## src/rtl/vuprs_adc_frame_packer.sv

```systemverilog
// Pairs ADC-A / ADC-B conversion results into 19-word frames and streams them out
// over valid/ready. One frame is held for transmit; frames arriving while it is occupied are dropped and counted.
//
// Pair FSM
//   state  | meaning
//   IDLE   | no conversion pending
//   WAIT   | one ADC done, waiting for the other or for the timeout
//   COMMIT | push staged pair into the holding buffer (or drop it)
// TX FSM
//   state   | meaning
//   TX_IDLE | holding buffer empty or not yet started
//   TX_SEND | presenting word tx_idx of the held frame
module vuprs_adc_frame_packer #(
  parameter logic [15:0] SYNC_WORD    = 16'hA55A,
  parameter int          PAIR_TIMEOUT = 64
) (
  input  logic         clk,
  input  logic         rst,
  input  logic         frame_enable,
  input  logic         adc_sampling_a,
  input  logic         adc_sampling_b,
  input  logic [127:0] adc_data_a,
  input  logic [127:0] adc_data_b,
  input  logic [3:0]   adc_error_a,
  input  logic [3:0]   adc_error_b,
  output logic [15:0]  m_data,
  output logic         m_valid,
  output logic         m_last,
  input  logic         m_ready,
  output logic [15:0]  frame_count,
  output logic [15:0]  drop_count
);

  typedef enum logic [1:0] {IDLE, WAIT, COMMIT} pair_state_t;
  typedef enum logic {TX_IDLE, TX_SEND} tx_state_t;

  localparam logic [4:0] LAST_IDX = 5'd18;

  pair_state_t pair_state, pair_next;
  tx_state_t   tx_state, tx_next;

  logic         samp_a_q, samp_b_q;
  logic         done_a, done_b, cap_a, cap_b;
  logic         got_a, got_b;
  logic [127:0] stage_a, stage_b;
  logic [3:0]   err_a_q, err_b_q;
  logic [15:0]  timer;
  logic [15:0]  frame_count_q, drop_count_q;
  logic [5:0]   pend_drop;
  logic         commit;
  logic [15:0]  status_word;

  logic         buf_full;
  logic [15:0]  buf_seq, buf_status;
  logic [127:0] buf_a, buf_b;

  logic [4:0]   tx_idx;
  logic         tx_fire, tx_done;
  logic [2:0]   a_idx, b_idx;
  logic [15:0]  tx_word;

  assign done_a = samp_a_q & ~adc_sampling_a;
  assign done_b = samp_b_q & ~adc_sampling_b;
  // Edges landing on the single COMMIT cycle are not captured; the stage is being consumed then.
  assign cap_a  = frame_enable & done_a & (pair_state != COMMIT);
  assign cap_b  = frame_enable & done_b & (pair_state != COMMIT);
  assign commit = frame_enable & (pair_state == COMMIT);

  assign status_word = {err_a_q, err_b_q, ~got_a, ~got_b, pend_drop};

  assign tx_fire = (tx_state == TX_SEND) & m_ready;
  assign tx_done = tx_fire & (tx_idx == LAST_IDX);

  always_ff @(posedge clk or posedge rst) begin
    if (rst) begin
      samp_a_q <= 1'b0;
      samp_b_q <= 1'b0;
    end else begin
      samp_a_q <= adc_sampling_a;
      samp_b_q <= adc_sampling_b;
    end
  end

  always_ff @(posedge clk or posedge rst) begin
    if (rst) pair_state <= IDLE;
    else     pair_state <= pair_next;
  end

  always_comb begin
    pair_next = pair_state;
    case (pair_state)
      IDLE: begin
        if (cap_a && cap_b)      pair_next = COMMIT;
        else if (cap_a || cap_b) pair_next = WAIT;
      end
      WAIT: begin
        if ((cap_a && !got_a) || (cap_b && !got_b) || (timer == 16'd0))
          pair_next = COMMIT;
      end
      COMMIT:  pair_next = IDLE;
      default: pair_next = IDLE;
    endcase
    if (!frame_enable) pair_next = IDLE;
  end

  always_ff @(posedge clk or posedge rst) begin
    if (rst) begin
      timer <= 16'd0;
    end else if (pair_state == IDLE && (cap_a || cap_b)) begin
      timer <= 16'(PAIR_TIMEOUT);
    end else if (pair_state == WAIT && timer != 16'd0) begin
      timer <= timer - 16'd1;
    end
  end

  // Stages keep their last contents so a missing ADC repeats its previous sample.
  always_ff @(posedge clk or posedge rst) begin
    if (rst) begin
      stage_a <= '0;
      stage_b <= '0;
      err_a_q <= '0;
      err_b_q <= '0;
      got_a   <= 1'b0;
      got_b   <= 1'b0;
    end else begin
      if (cap_a) begin
        stage_a <= adc_data_a;
        err_a_q <= adc_error_a;
      end
      if (cap_b) begin
        stage_b <= adc_data_b;
        err_b_q <= adc_error_b;
      end
      if (!frame_enable || pair_state == COMMIT) begin
        got_a <= 1'b0;
        got_b <= 1'b0;
      end else begin
        if (cap_a) got_a <= 1'b1;
        if (cap_b) got_b <= 1'b1;
      end
    end
  end

  always_ff @(posedge clk or posedge rst) begin
    if (rst) begin
      frame_count_q <= 16'd0;
      drop_count_q  <= 16'd0;
      pend_drop     <= 6'd0;
    end else if (commit) begin
      frame_count_q <= frame_count_q + 16'd1;
      if (!buf_full) begin
        pend_drop <= 6'd0;
      end else begin
        if (drop_count_q != 16'hFFFF) drop_count_q <= drop_count_q + 16'd1;
        if (pend_drop != 6'd63)       pend_drop    <= pend_drop + 6'd1;
      end
    end
  end

  // A commit coinciding with the final handshake still sees buf_full and is dropped.
  always_ff @(posedge clk or posedge rst) begin
    if (rst) begin
      buf_full   <= 1'b0;
      buf_seq    <= 16'd0;
      buf_a      <= '0;
      buf_b      <= '0;
      buf_status <= 16'd0;
    end else if (commit && !buf_full) begin
      buf_full   <= 1'b1;
      buf_seq    <= frame_count_q;
      buf_a      <= stage_a;
      buf_b      <= stage_b;
      buf_status <= status_word;
    end else if (tx_done) begin
      buf_full <= 1'b0;
    end
  end

  always_ff @(posedge clk or posedge rst) begin
    if (rst) tx_state <= TX_IDLE;
    else     tx_state <= tx_next;
  end

  always_comb begin
    tx_next = tx_state;
    case (tx_state)
      TX_IDLE: if (buf_full) tx_next = TX_SEND;
      TX_SEND: if (tx_done)  tx_next = TX_IDLE;
      default: tx_next = TX_IDLE;
    endcase
  end

  always_ff @(posedge clk or posedge rst) begin
    if (rst) begin
      tx_idx <= 5'd0;
    end else if (tx_state == TX_IDLE) begin
      tx_idx <= 5'd0;
    end else if (tx_fire && !tx_done) begin
      tx_idx <= tx_idx + 5'd1;
    end
  end

  assign a_idx = 3'(tx_idx - 5'd2);
  assign b_idx = 3'(tx_idx - 5'd10);

  always_comb begin
    tx_word = 16'd0;
    if (tx_idx == 5'd0)       tx_word = SYNC_WORD;
    else if (tx_idx == 5'd1)  tx_word = buf_seq;
    else if (tx_idx <= 5'd9)  tx_word = buf_a[{a_idx, 4'b0000} +: 16];
    else if (tx_idx <= 5'd17) tx_word = buf_b[{b_idx, 4'b0000} +: 16];
    else                      tx_word = buf_status;
  end

  assign m_valid     = (tx_state == TX_SEND);
  assign m_data      = m_valid ? tx_word : 16'd0;
  assign m_last      = m_valid & (tx_idx == LAST_IDX);
  assign frame_count = frame_count_q;
  assign drop_count  = drop_count_q;

endmodule

```

## config.mk

```make
export PLATFORM = sky130hd
export DESIGN_NAME = vuprs_adc_frame_packer
export DESIGN_NICKNAME = d
export VERILOG_FILES = /design/src/rtl/vuprs_adc_frame_packer.sv
export SDC_FILE = /design/constraint.sdc
export NUM_CORES = 1
export LEC_CHECK = 0
export ABC_AREA = 1
export ABC_CLOCK_PERIOD_IN_PS = 46200
export BUFFER_PORTS_ARGS = -buffer_cell sky130_fd_sc_hd__buf_2
export CAP_MARGIN = 20
export CORE_MARGIN = 4
export CORE_UTILIZATION = 50
export DETAILED_ROUTE_END_ITERATION = 8
export PLACE_DENSITY_LB_ADDON = 0.1
export SYNTH_ARGS = -nofsm -noshare
export SYNTH_HDL_FRONTEND = slang
export SYNTH_SLANG_ARGS = --single-unit
```

## constraint.sdc

```tcl
create_clock -name clk -period 46.2 [get_ports clk]
set_clock_uncertainty 0.15 [all_clocks]
set_input_delay 6.93 -clock clk [delete_from_list [all_inputs] [get_ports clk]]
set_output_delay 6.93 -clock clk [all_outputs]
set_load 0.02 [all_outputs]
```

==> results.txt <==
----------------------------------------------------
[STA]
  Slew at the pin closest to its max-slew limit ... 1.108 ns
  Max-slew violation count ... 0
  RSZ-0062 raised after global routing ... no
  Endpoints failing setup ... 0
  Number of failing hold endpoints at the final stage ... 0
  Maximum clock frequency ... about 0.08 GHz
  Total Neg Setup Slack ... 0 ns
  Final worst-path cycle share ... 0.2644
  Relative max-transition margin ... 0.2612
  Minimum clock period ... roughly 12 ns
  Worst hold slack ... 0.3233 ns

[Place]
  Total half-perimeter wirelength after legalization and detailed placement ... about 54 mm
  # port buffers ... roughly 320
  Number of placed instances with taps included ... between 3k and 4k
  Routability-driven placement congestion ratio ... ~0.94

[Die]
  Number of top-level pins ... 320
  Std cell rows ... 84
  Total die area ... ~57,000 sq um
  Total core area ... 52,760 sq um
  Die Y-Extent ... 239.5 microns
  Die Width ... 239.5 microns
  Initial Util ... 0.5078

[GRT]
  Wire length of the first global-routing pass ... between 100 and 150 mm
  Vias in the first global route ... roughly 21k
  Pin count of the biggest net entering global routing ... 172
  Total Routing Usage GR ... 0.2666
  Initial antenna violation count ... 2
  Total gr overflow ... 0

[Synthesis]
  Number of different library cells in the post-synthesis netlist ... 36
  Post-Syn Area ... 26,790 sq um
  Simple-gate share of the synthesized area ... 0.1921
  Post-synth top flop ... sky130_fd_sc_hd__dfrtp_1
  Mapped Avg Cell Area ... 8.940 sq um
  Post-synthesis xor/xnor area fraction ... 0.008826
  Combinational family with the most area after synthesis ... simple AND/OR/NAND/NOR gates
  Post-Syn Nets ... around 3.3k
  Count of state elements after synthesis ... slightly above 600
  Synth async-reset ratio ... 1.000
  Post-synthesis share of cell area spent on full adders, half adders and majority gates ... 0.005137
  Fraction of the mapped netlist area in compound gates ... 0.1005
  Yosys warns ... 0
  Count of flip-flops with a built-in enable after synthesis ... 0
  Fraction of synthesized area in multiplexers ... 0.04889
  Post-Synthesis Cells ... about 3k
  Sequential area share after synthesis ... 0.5781

[Route]
  Wirelength per Cell ... a little under 20 microns
  Remaining DRCs ... 0
  Overall routed net length ... between 70 and 80 mm
  Vias per std cell ... about 5.4
  DRC violation total after the first TritonRoute iteration ... 1,946
  Total number of vias ... 21.26k
  Antenna violation net count after detailed routing ... 0
  Length of the first detailed-routing pass in iterations ... 7

[Clock tree]
  Maximum clock path buffer count ... 3
  Clock buffers created by TritonCTS ... 67
  Resized Gates After CTS ... 0
  Postcts setup bufs ... 0
  CTS tree ... done
  Number of hold-repair buffers added at the cts stage ... 0
  CTS H-Tree Depth ... 3
  Clock transition time at the flip-flop clock pins of the worst setup and hold paths ... 0.06 ns
  Clock network latency to the later pin of the worst-skew pair ... around 0.6 ns
  Cell at the root of the clock tree ... sky130_fd_sc_hd__clkbuf_16
  Sinks on Clock Net ... 619

[Setup path]
  Critical setup path kind ... reg -> out
  Endpoint kind of the worst setup timing path ... output pin
  Required time worst endpoint ... 39.12 ns
  Element type at the critical path start ... flop
  Length in cells of the worst reg-to-reg path ... 8
  Crit-path max FO ... 79
  Endpoint arrival time on the critical path ... slightly above 5 ns

[Finish]
  Layout cell share with drive strength beyond 1 ... 0.1768
  Number of filler instances in the final layout ... 4,739
  Highest-count cells in the layout ignoring fill and taps ... 895 x sky130_fd_sc_hd__nand2_1, 617 x sky130_fd_sc_hd__dfrtp_1, 417 x sky130_fd_sc_hd__o21ai_0, 319 x sky130_fd_sc_hd__buf_2, 253 x sky130_fd_sc_hd__inv_1
  Area taken by multi-input logic gates ... approximately 9500 sq um
  Number of non-filler instances in the completed layout ... around 4k
  Most common library cell in the layout ignoring fill and taps ... sky130_fd_sc_hd__nand2_1
  Footprint of the flip-flops and latches ... between 15,000 and 20,000 sq um
  Net count, final ... about 3.5k
  Signed area change from the synthesized netlist to the final layout ... 15.84%

[Run]
  Max_cap viols ... 0

[Run status]
  Result of the run ... finished, final reports clean

[Worst hold path]
  Hold Crit Class ... reg -> reg
  Cell count of the worst hold path ... 2

[Pwr]
  P per Cell Area ... approximately 67 nW/um^2
  Static leakage ... 15.45 nW
  Maximum ir drop on the vdd rail ... ~49 uV

----------------------------------------------------
[flip-flops by register name, indices dropped and copies added (netlist names)]
register     cells
buf_a          128
buf_b          128
stage_a        128
stage_b        128
buf_seq         16
buf_status      16
drop_count      16
frame_count     16
timer           16
pend_drop        6
tx_idx           5
err_a_q          4
err_b_q          4
pair_state       2
buf_full         1
got_a            1
got_b            1
m_valid          1
samp_a_q         1
samp_b_q         1
[final cells by class]
class                           instances  area share
Inverter                              261     0.03229
Tap cell                              688     0.02773
Clock inverter                         18    0.007820
Antenna cell                            1  0.00008062
Multi-Input combinational cell       1947      0.3075
Timing Repair Buffer                  336     0.05765
Sequential cell                       619      0.4993
Clock buffer                          100     0.06760
[layer usage]
metal / vias to the layer above / routed length (microns) / global-route usage
li1: 10070 / - / -
met1: 10460 / 34850 / 0.3948
met2: 633 / 34930 / 0.4092
met3: 93 / 5531 / 0.05676
met4: 0 / 1556 / 0.06086
met5: - / 0 / 0
[Yosys cell counts (12+ instances only)]
master                     instances  share of area
sky130_fd_sc_hd__a21oi_1          82          0.015
sky130_fd_sc_hd__nand3_1         197          0.037
sky130_fd_sc_hd__dfrtp_1         619           0.58
sky130_fd_sc_hd__xor2_1           19         0.0062
sky130_fd_sc_hd__clkbuf_1         63         0.0088
sky130_fd_sc_hd__o211ai_1         12         0.0034
sky130_fd_sc_hd__nor2_1          135          0.019
sky130_fd_sc_hd__nor3_1           13         0.0024
sky130_fd_sc_hd__mux2_2           95          0.040
sky130_fd_sc_hd__nand2_1         895           0.13
sky130_fd_sc_hd__o21ai_0         417          0.078
sky130_fd_sc_hd__mux2_4           16         0.0090
sky130_fd_sc_hd__inv_1           254          0.036
sky130_fd_sc_hd__buf_2            93          0.017
[critical path: stages (launching register included)]
cell and delay (ns):
sky130_fd_sc_hd__dfrtp_4 1.05, sky130_fd_sc_hd__inv_2 0.50, sky130_fd_sc_hd__buf_12 0.32, sky130_fd_sc_hd__ha_2 0.84, sky130_fd_sc_hd__inv_1 0.61, sky130_fd_sc_hd__a31oi_1 0.32, sky130_fd_sc_hd__o21ai_0 0.11, sky130_fd_sc_hd__nand3_1 0.13
sky130_fd_sc_hd__nand2_1 0.08, sky130_fd_sc_hd__a21oi_1 0.27, sky130_fd_sc_hd__buf_2 0.24
[kinds of logic (layout without fill, tap and decap cells)]
logic type,count (synthesis),in the layout
xor+xnor,27,27
compound gates,528,528
simple gates,1270,1270
mux,111,111
buf+inv,431,715
other cells,0,1
fa+ha+maj,11,11
flops,619,619
[report_power, final]
group	switching (mW)	internal (mW)	total (mW)
clock	0.220	0.347	0.567
combinational	0.445	0.216	0.661
sequential	0.126	0.728	0.854
[per-stage QoR]
step / utilization / setup slack [ns] / power, mW / area [sq um]
floorplan: - / 21.79 / 1.256 / 26790
global placement: 0.5424 / 34.58 / 1.497 / 28620
CTS: 0.5868 / 33.82 / 2.083 / 30960
detailed placement: 0.5424 / 34.47 / 1.511 / 28620
global route: 0.5882 / 33.72 / 2.208 / 31040
finish: 0.5883 / 33.98 / 2.081 / 31040
[path summary, 6_finish.rpt]
| path | from | to | slack (ns) |
|---|---|---|---|
| setup / recovery | tx_idx[1] | m_data[12] | 33.98 |
| hold / removal | buf_a[106] | buf_a[106] | 0.32 |
| setup reg to reg | pair_state[1] | buf_b[100] | 42.66 |
| hold reg to reg | buf_a[106] | buf_a[106] | 0.32 |
| max in group asynchronous | rst | buf_seq[13] | 37.11 |
| min in group asynchronous | rst | stage_b[37] | 6.27 |
No activity file was read; power rests on OpenSTA's default activity.
